$ cat src/rtl/traffic_pkg.sv
// rtl/traffic_pkg.sv - shared types and constants for the traffic-light timing path
package traffic_pkg;

    // Default counter width, shared by the phase timer and the sequencer.
    localparam int CNT_W_DEF = 8;

    typedef enum logic [1:0] {
        IDLE  = 2'd0,
        RUN   = 2'd1,
        PAUSE = 2'd2
    } timer_state_t;

    // Phase durations in 1 Hz ticks, loaded by the sequencer.
    localparam logic [CNT_W_DEF-1:0] GREEN_TICKS  = 8'd30;
    localparam logic [CNT_W_DEF-1:0] YELLOW_TICKS = 8'd4;
    localparam logic [CNT_W_DEF-1:0] RED_TICKS    = 8'd25;
    localparam logic [CNT_W_DEF-1:0] ALL_RED_TICKS = 8'd2;

endpackage

$ cat src/rtl/tick_edge.sv
// rtl/tick_edge.sv - rising-edge qualifier for the divider tick strobe
//
// Ports:
//   clk       system clock
//   reset     asynchronous active-low reset, clears the tick history
//   tick      divider strobe (level may be held for several cycles)
//   tick_rise one-cycle pulse on each 0->1 transition of tick
module tick_edge (
    input  logic clk,
    input  logic reset,
    input  logic tick,
    output logic tick_rise
);

    logic tick_q;

    always_ff @(posedge clk or negedge reset) begin
        if (!reset) begin
            tick_q <= 1'b0;
        end else begin
            tick_q <= tick;
        end
    end

    assign tick_rise = tick & ~tick_q;

endmodule

$ cat src/rtl/phase_timer.sv
// rtl/phase_timer.sv - loadable down-counting phase timer with pause and done pulse
//
// Ports:
//   clk        system clock
//   reset      asynchronous active-low reset
//   tick       1 Hz divider strobe; only its rising edge is counted
//   load       single-cycle start/restart request
//   load_val   phase duration in ticks, sampled with load
//   pause      level; while high, ticks are not counted
//   remaining  ticks left in the current phase
//   busy       high while running or paused
//   done       registered one-cycle pulse at phase completion
module phase_timer
    import traffic_pkg::*;
#(
    parameter int CNT_W = CNT_W_DEF
) (
    input  logic             clk,
    input  logic             reset,
    input  logic             tick,
    input  logic             load,
    input  logic [CNT_W-1:0] load_val,
    input  logic             pause,
    output logic [CNT_W-1:0] remaining,
    output logic             busy,
    output logic             done
);

    timer_state_t     state_q, state_nxt;
    logic [CNT_W-1:0] remaining_q, remaining_nxt;
    logic             done_q, done_nxt;
    logic             tick_rise;

    tick_edge u_tick_edge (
        .clk       (clk),
        .reset     (reset),
        .tick      (tick),
        .tick_rise (tick_rise)
    );

    always_ff @(posedge clk or negedge reset) begin
        if (!reset) begin
            state_q     <= IDLE;
            remaining_q <= '0;
            done_q      <= 1'b0;
        end else begin
            state_q     <= state_nxt;
            remaining_q <= remaining_nxt;
            done_q      <= done_nxt;
        end
    end

    // load wins over everything; within RUN, pause is looked at before the
    // tick so a tick landing on the cycle pause rises is dropped.
    always_comb begin
        state_nxt     = state_q;
        remaining_nxt = remaining_q;
        done_nxt      = 1'b0;

        if (load) begin
            if (load_val != '0) begin
                remaining_nxt = load_val;
                state_nxt     = pause ? PAUSE : RUN;
            end else begin
                remaining_nxt = '0;
                done_nxt      = 1'b1;
                state_nxt     = IDLE;
            end
        end else begin
            case (state_q)
                RUN: begin
                    if (pause) begin
                        state_nxt = PAUSE;
                    end else if (tick_rise) begin
                        if (remaining_q == CNT_W'(1)) begin
                            remaining_nxt = '0;
                            done_nxt      = 1'b1;
                            state_nxt     = IDLE;
                        end else begin
                            remaining_nxt = remaining_q - CNT_W'(1);
                        end
                    end
                end
                PAUSE: begin
                    // Ticks seen while paused are discarded, not deferred.
                    if (!pause) begin
                        state_nxt = RUN;
                    end
                end
                default: begin
                    state_nxt = IDLE;
                end
            endcase
        end
    end

    assign remaining = remaining_q;
    assign busy      = (state_q != IDLE);
    assign done      = done_q;

endmodule

$ cat config.mk
export PLATFORM = sky130hd
export DESIGN_NAME = phase_timer
export DESIGN_NICKNAME = d
export VERILOG_FILES = /design/src/rtl/traffic_pkg.sv /design/src/rtl/tick_edge.sv /design/src/rtl/phase_timer.sv
export SDC_FILE = /design/constraint.sdc
export NUM_CORES = 1
export LEC_CHECK = 0
export ABC_AREA = 1
export BUFFER_PORTS_ARGS = -buffer_cell sky130_fd_sc_hd__buf_2
export CAP_MARGIN = 20
export CORE_MARGIN = 3
export CORE_UTILIZATION = 45
export CTS_CLUSTER_SIZE = 28
export DETAILED_ROUTE_END_ITERATION = 8
export GPL_TIMING_DRIVEN = 1
export PLACE_DENSITY = 0.7
export REMOVE_ABC_BUFFERS = 1
export SLEW_MARGIN = 0
export SYNTH_ARGS = -nofsm -noshare
export SYNTH_HDL_FRONTEND = slang
export SYNTH_SLANG_ARGS = --single-unit
$ cat constraint.sdc
create_clock -name clk -period 3.85 [get_ports clk]
set_input_delay 0 -clock clk [delete_from_list [all_inputs] [get_ports clk]]
set_output_delay 0 -clock clk [all_outputs]
set_load 0.01 [all_outputs]
==> results summary <==
The run finished with clean final reports. The final number of setup-violating endpoints is 0. The post-CTS setup buffer count came out at 0. The nature of the critical path startpoint is a register. In this run the number of H-tree levels came out at 1. The global-route congestion overflow total is 0. On the worst path, the slowest cell contributes a delay of 0.42 ns. The share of power burned in the clock network is 0.224.

The global routing usage summed across all routing layers came out at 0.195. Fill cells in the final layout number 173. The number of distinct library cells after synthesis came out at 19. The reported leakage power came out at 0.609 nW.

The area growth from synthesis to layout is 22.8%. The region available for standard cell placement spans 1780 sq um. The post-synthesis sequential area ratio came out at 0.344. The worst setup slack after placement is 2.40 ns.

Synthesis handed over a netlist of 131 instances. The critical path contains buffers and inverters numbering 2 combined. The achievable clock frequency came out at 688 MHz. The root buffer cell chosen for the clock tree is clkbuf_4.

The signal on the critical path passes through inv_1 -> ha_1 -> inv_1 -> nor2_1 -> nand2_1 -> nand2_2 -> nor2_1 -> a21oi_1 -> nand2_1. The setup slack of the most critical reg-to-reg path is 2.40 ns. The die boundary width is 50.1 microns. Headroom to the max-slew limit came out at 0.792.

The number of nets still failing antenna checks after routing is 0. The arrival time reported for the critical path endpoint is 1.62 ns. The smallest setup slack after layout came out at 2.40 ns. The total wire length is 2.03 mm. The first-pass GRT wire length is 3.70 mm. In this run the most critical hold path is launched from load_val[4].

In the routed layout, each cell is associated on average with a via count of 4.78. The sequential power share came out at 0.438. The cell class contributing the biggest share of worst-path delay is simple AND/OR/NAND/NOR gates. The net switching power figure is 0.000125 W.

The switching power share of the total came out at 0.361. The post-route fraction of the period consumed by the critical path came out at 0.377. The path with the worst hold slack has its endpoint at remaining[4].

The starting utilization of the core area came out at 0.490. The number of cells on the worst hold path is 5. The antenna diode count is 0. The worst setup skew after layout is 0.00746 ns. Internal power comes to 0.000221 W. The highest fanout seen on the critical path came out at 9. The final-report max-slew violation count came out at 0. The total standard cell area after synthesis came out at 873 sq um. The number of design rule violations left after detail routing came out at 0. The power share of the combinational group came out at 0.338. During placement, the flow inserted port buffers numbering 22. The maximum number of buffers from clock root to sink is 2. The number of warnings issued by yosys came out at 0.

The peak supply drop came out at 0.183 mV. The I/O pin count is 23. The per-instance average area after synthesis came out at 6.67 sq um. The slowest cell on the critical path is dfrtp_1. The number of gates on the worst path with buffers counted came out at 9.

The initial DRC count is 17. The total count of hold-check failures in the final report came out at 0. The post-cts resize count is 0. After detailed routing, the average wire length per cell comes to 11.0 microns. The count of vias placed by the detailed router came out at 879. The global placement routability congestion came out at 0.795.

The wire-length estimate of the detail-placed layout is 1.62 mm. Entering global routing, the biggest net connects 15 pins. The endpoint of the most critical register-to-register path is remaining[6].

The aggregate negative setup slack is 0 ns. The flip-flop and latch count after synthesis is 12. The number of max-capacitance violations reported came out at 0.

The die covers 2510 sq um. Counting the buffers created by CTS gives 3. Setup repair after global routing left no endpoint under its margin. The detailed-routing iteration count for the pre-antenna-repair pass is 4.

Counting cells, the worst reg-to-reg path comes to 9. In the final design database the tool counted 180 nets. The number of global-route vias before repair came out at 858. The clock transition at the registers of the reported paths is 0.08 ns. The number of antenna violations at the first check in global routing came to 0.

The clock period minus final worst setup slack is 1.45 ns. Of the cells placed in the final design, the portion with a size suffix greater than 1 is 0.195. By startpoint and endpoint, the worst setup path is classified as reg -> reg.

TritonCTS built the clock tree. The clock insertion delay at the later pin of the skew report came out at 0.27 ns. The worst setup path is captured at a register. The floorplan has 15 rows.

Power spread over the standard cell area amounts to 323 nW/um^2. The class of the worst hold path is in -> reg. Counting every sink on the clock net gives 12. The die span in y is 50.1 microns. The transition time at the pin with the least slew margin came out at 0.311 ns.

STA puts the critical path data required time at 4.02 ns. The worst register-to-register path begins at state_q[1].
## registers in the layout, summed over array words and instances (netlist names)
| signal | count |
|---|---|
| state_q | 2 |
| u_tick_edge.tick_q | 1 |
| remaining | 8 |
| done | 1 |
## power by group through the flow
stage / sequential, W / clock (W) / combinational [W]
after floorplan: 0.000157 / 0 / 0.0000682
final: 0.000152 / 0.0000775 / 0.000117
after global placement: 0.000153 / 0 / 0.000111
after detailed placement: 0.000154 / 0 / 0.000114
after global routing: 0.000154 / 0.0000879 / 0.000135
after CTS: 0.000151 / 0.0000810 / 0.000118
## cell type report
class                   instances  area [sq um]  area share
well taps                      25          31.3      0.0292
repair buffers                 26           150       0.140
multi-input cells              95           482       0.449
clock buffers                   3          22.5      0.0210
inverters                      23          86.3      0.0805
flip-flops and latches         12           300       0.280
## per-layer routing
| metal | share of wire | vias up | GRT usage |
|---|---|---|---|
| li1 | - | 464 | - |
| met4 | 0.018 | 0 | 0.0968 |
| met1 | 0.47 | 387 | 0.246 |
| met3 | 0.047 | 5 | 0.0423 |
| met2 | 0.47 | 23 | 0.311 |
| met5 | 0 | - | 0 |
## layout by cell type (no fill, tap or decap), drive strengths merged
cell / instances
nand2: 44
inv: 23
buf: 22
nor2: 16
nand3: 12
dfrtp: 12
o21ai: 8
ha: 6
dlygate4sd3: 4
xor2: 3
clkbuf: 3
nor3: 2
a31o: 1
a21oi: 1
nand4: 1
o22ai: 1
## repair_timing
item                                    in CTS  in global routing
endpoints found under the hold margin       15                  0
hold buffers                                 4                  0
endpoints found under the setup margin       0                  0
## how the worst max path moves through the flow
stage	start	endpoint	slack, ns
after CTS	remaining[1]	remaining[3]	2.39
after detailed placement	remaining[1]	remaining[3]	2.40
after global routing	state_q[1]	remaining[0]	2.26
final	state_q[1]	remaining[6]	2.40
after global placement	remaining[1]	remaining[3]	2.45
after floorplan	state_q[1]	remaining[6]	2.55
## synth_stat cells
cell | instances | share of area
o22ai_1 | 1 | 0.0072
nand2_1 | 43 | 0.18
inv_1 | 22 | 0.095
nand4_1 | 1 | 0.0072
nand2_2 | 1 | 0.0072
ha_1 | 6 | 0.086
o21ai_0 | 7 | 0.040
xor2_1 | 3 | 0.030
a21oi_1 | 1 | 0.0057
nand3_1 | 12 | 0.069
a31o_2 | 1 | 0.010
nor3_1 | 1 | 0.0057
dfrtp_1 | 12 | 0.34
nor3_4 | 1 | 0.019
nor2_2 | 2 | 0.014
buf_2 | 1 | 0.0057
inv_2 | 1 | 0.0043
o21ai_1 | 1 | 0.0057
nor2_1 | 14 | 0.060
## kinds of logic after synthesis
group / synth area share
simple gates: 0.367
flops: 0.344
compound gates: 0.0688
fa+ha+maj: 0.0860
xor+xnor: 0.0301
buf+inv: 0.105
## stage by stage
step | cells | util | area [sq um] | hold slack, ns | power [W]
CTS | 184 | 0.601 | 1070 | 0.0284 | 0.000350
global placement | 177 | 0.566 | 1010 | -0.104 | 0.000264
floorplan | 130 | - | 868 | -0.296 | 0.000225
global route | 184 | 0.601 | 1070 | 0.0605 | 0.000377
detailed placement | 177 | 0.566 | 1010 | -0.101 | 0.000268
finish | 184 | 0.601 | 1070 | 0.0365 | 0.000346
## tightest hold or removal path, stage by stage
cell,delay (ns)
buf_2,0.09
nand2_1,0.04
o21ai_0,0.06
inv_1,0.04
nand2_1,0.05
No activity file was read; power rests on OpenSTA's default activity.
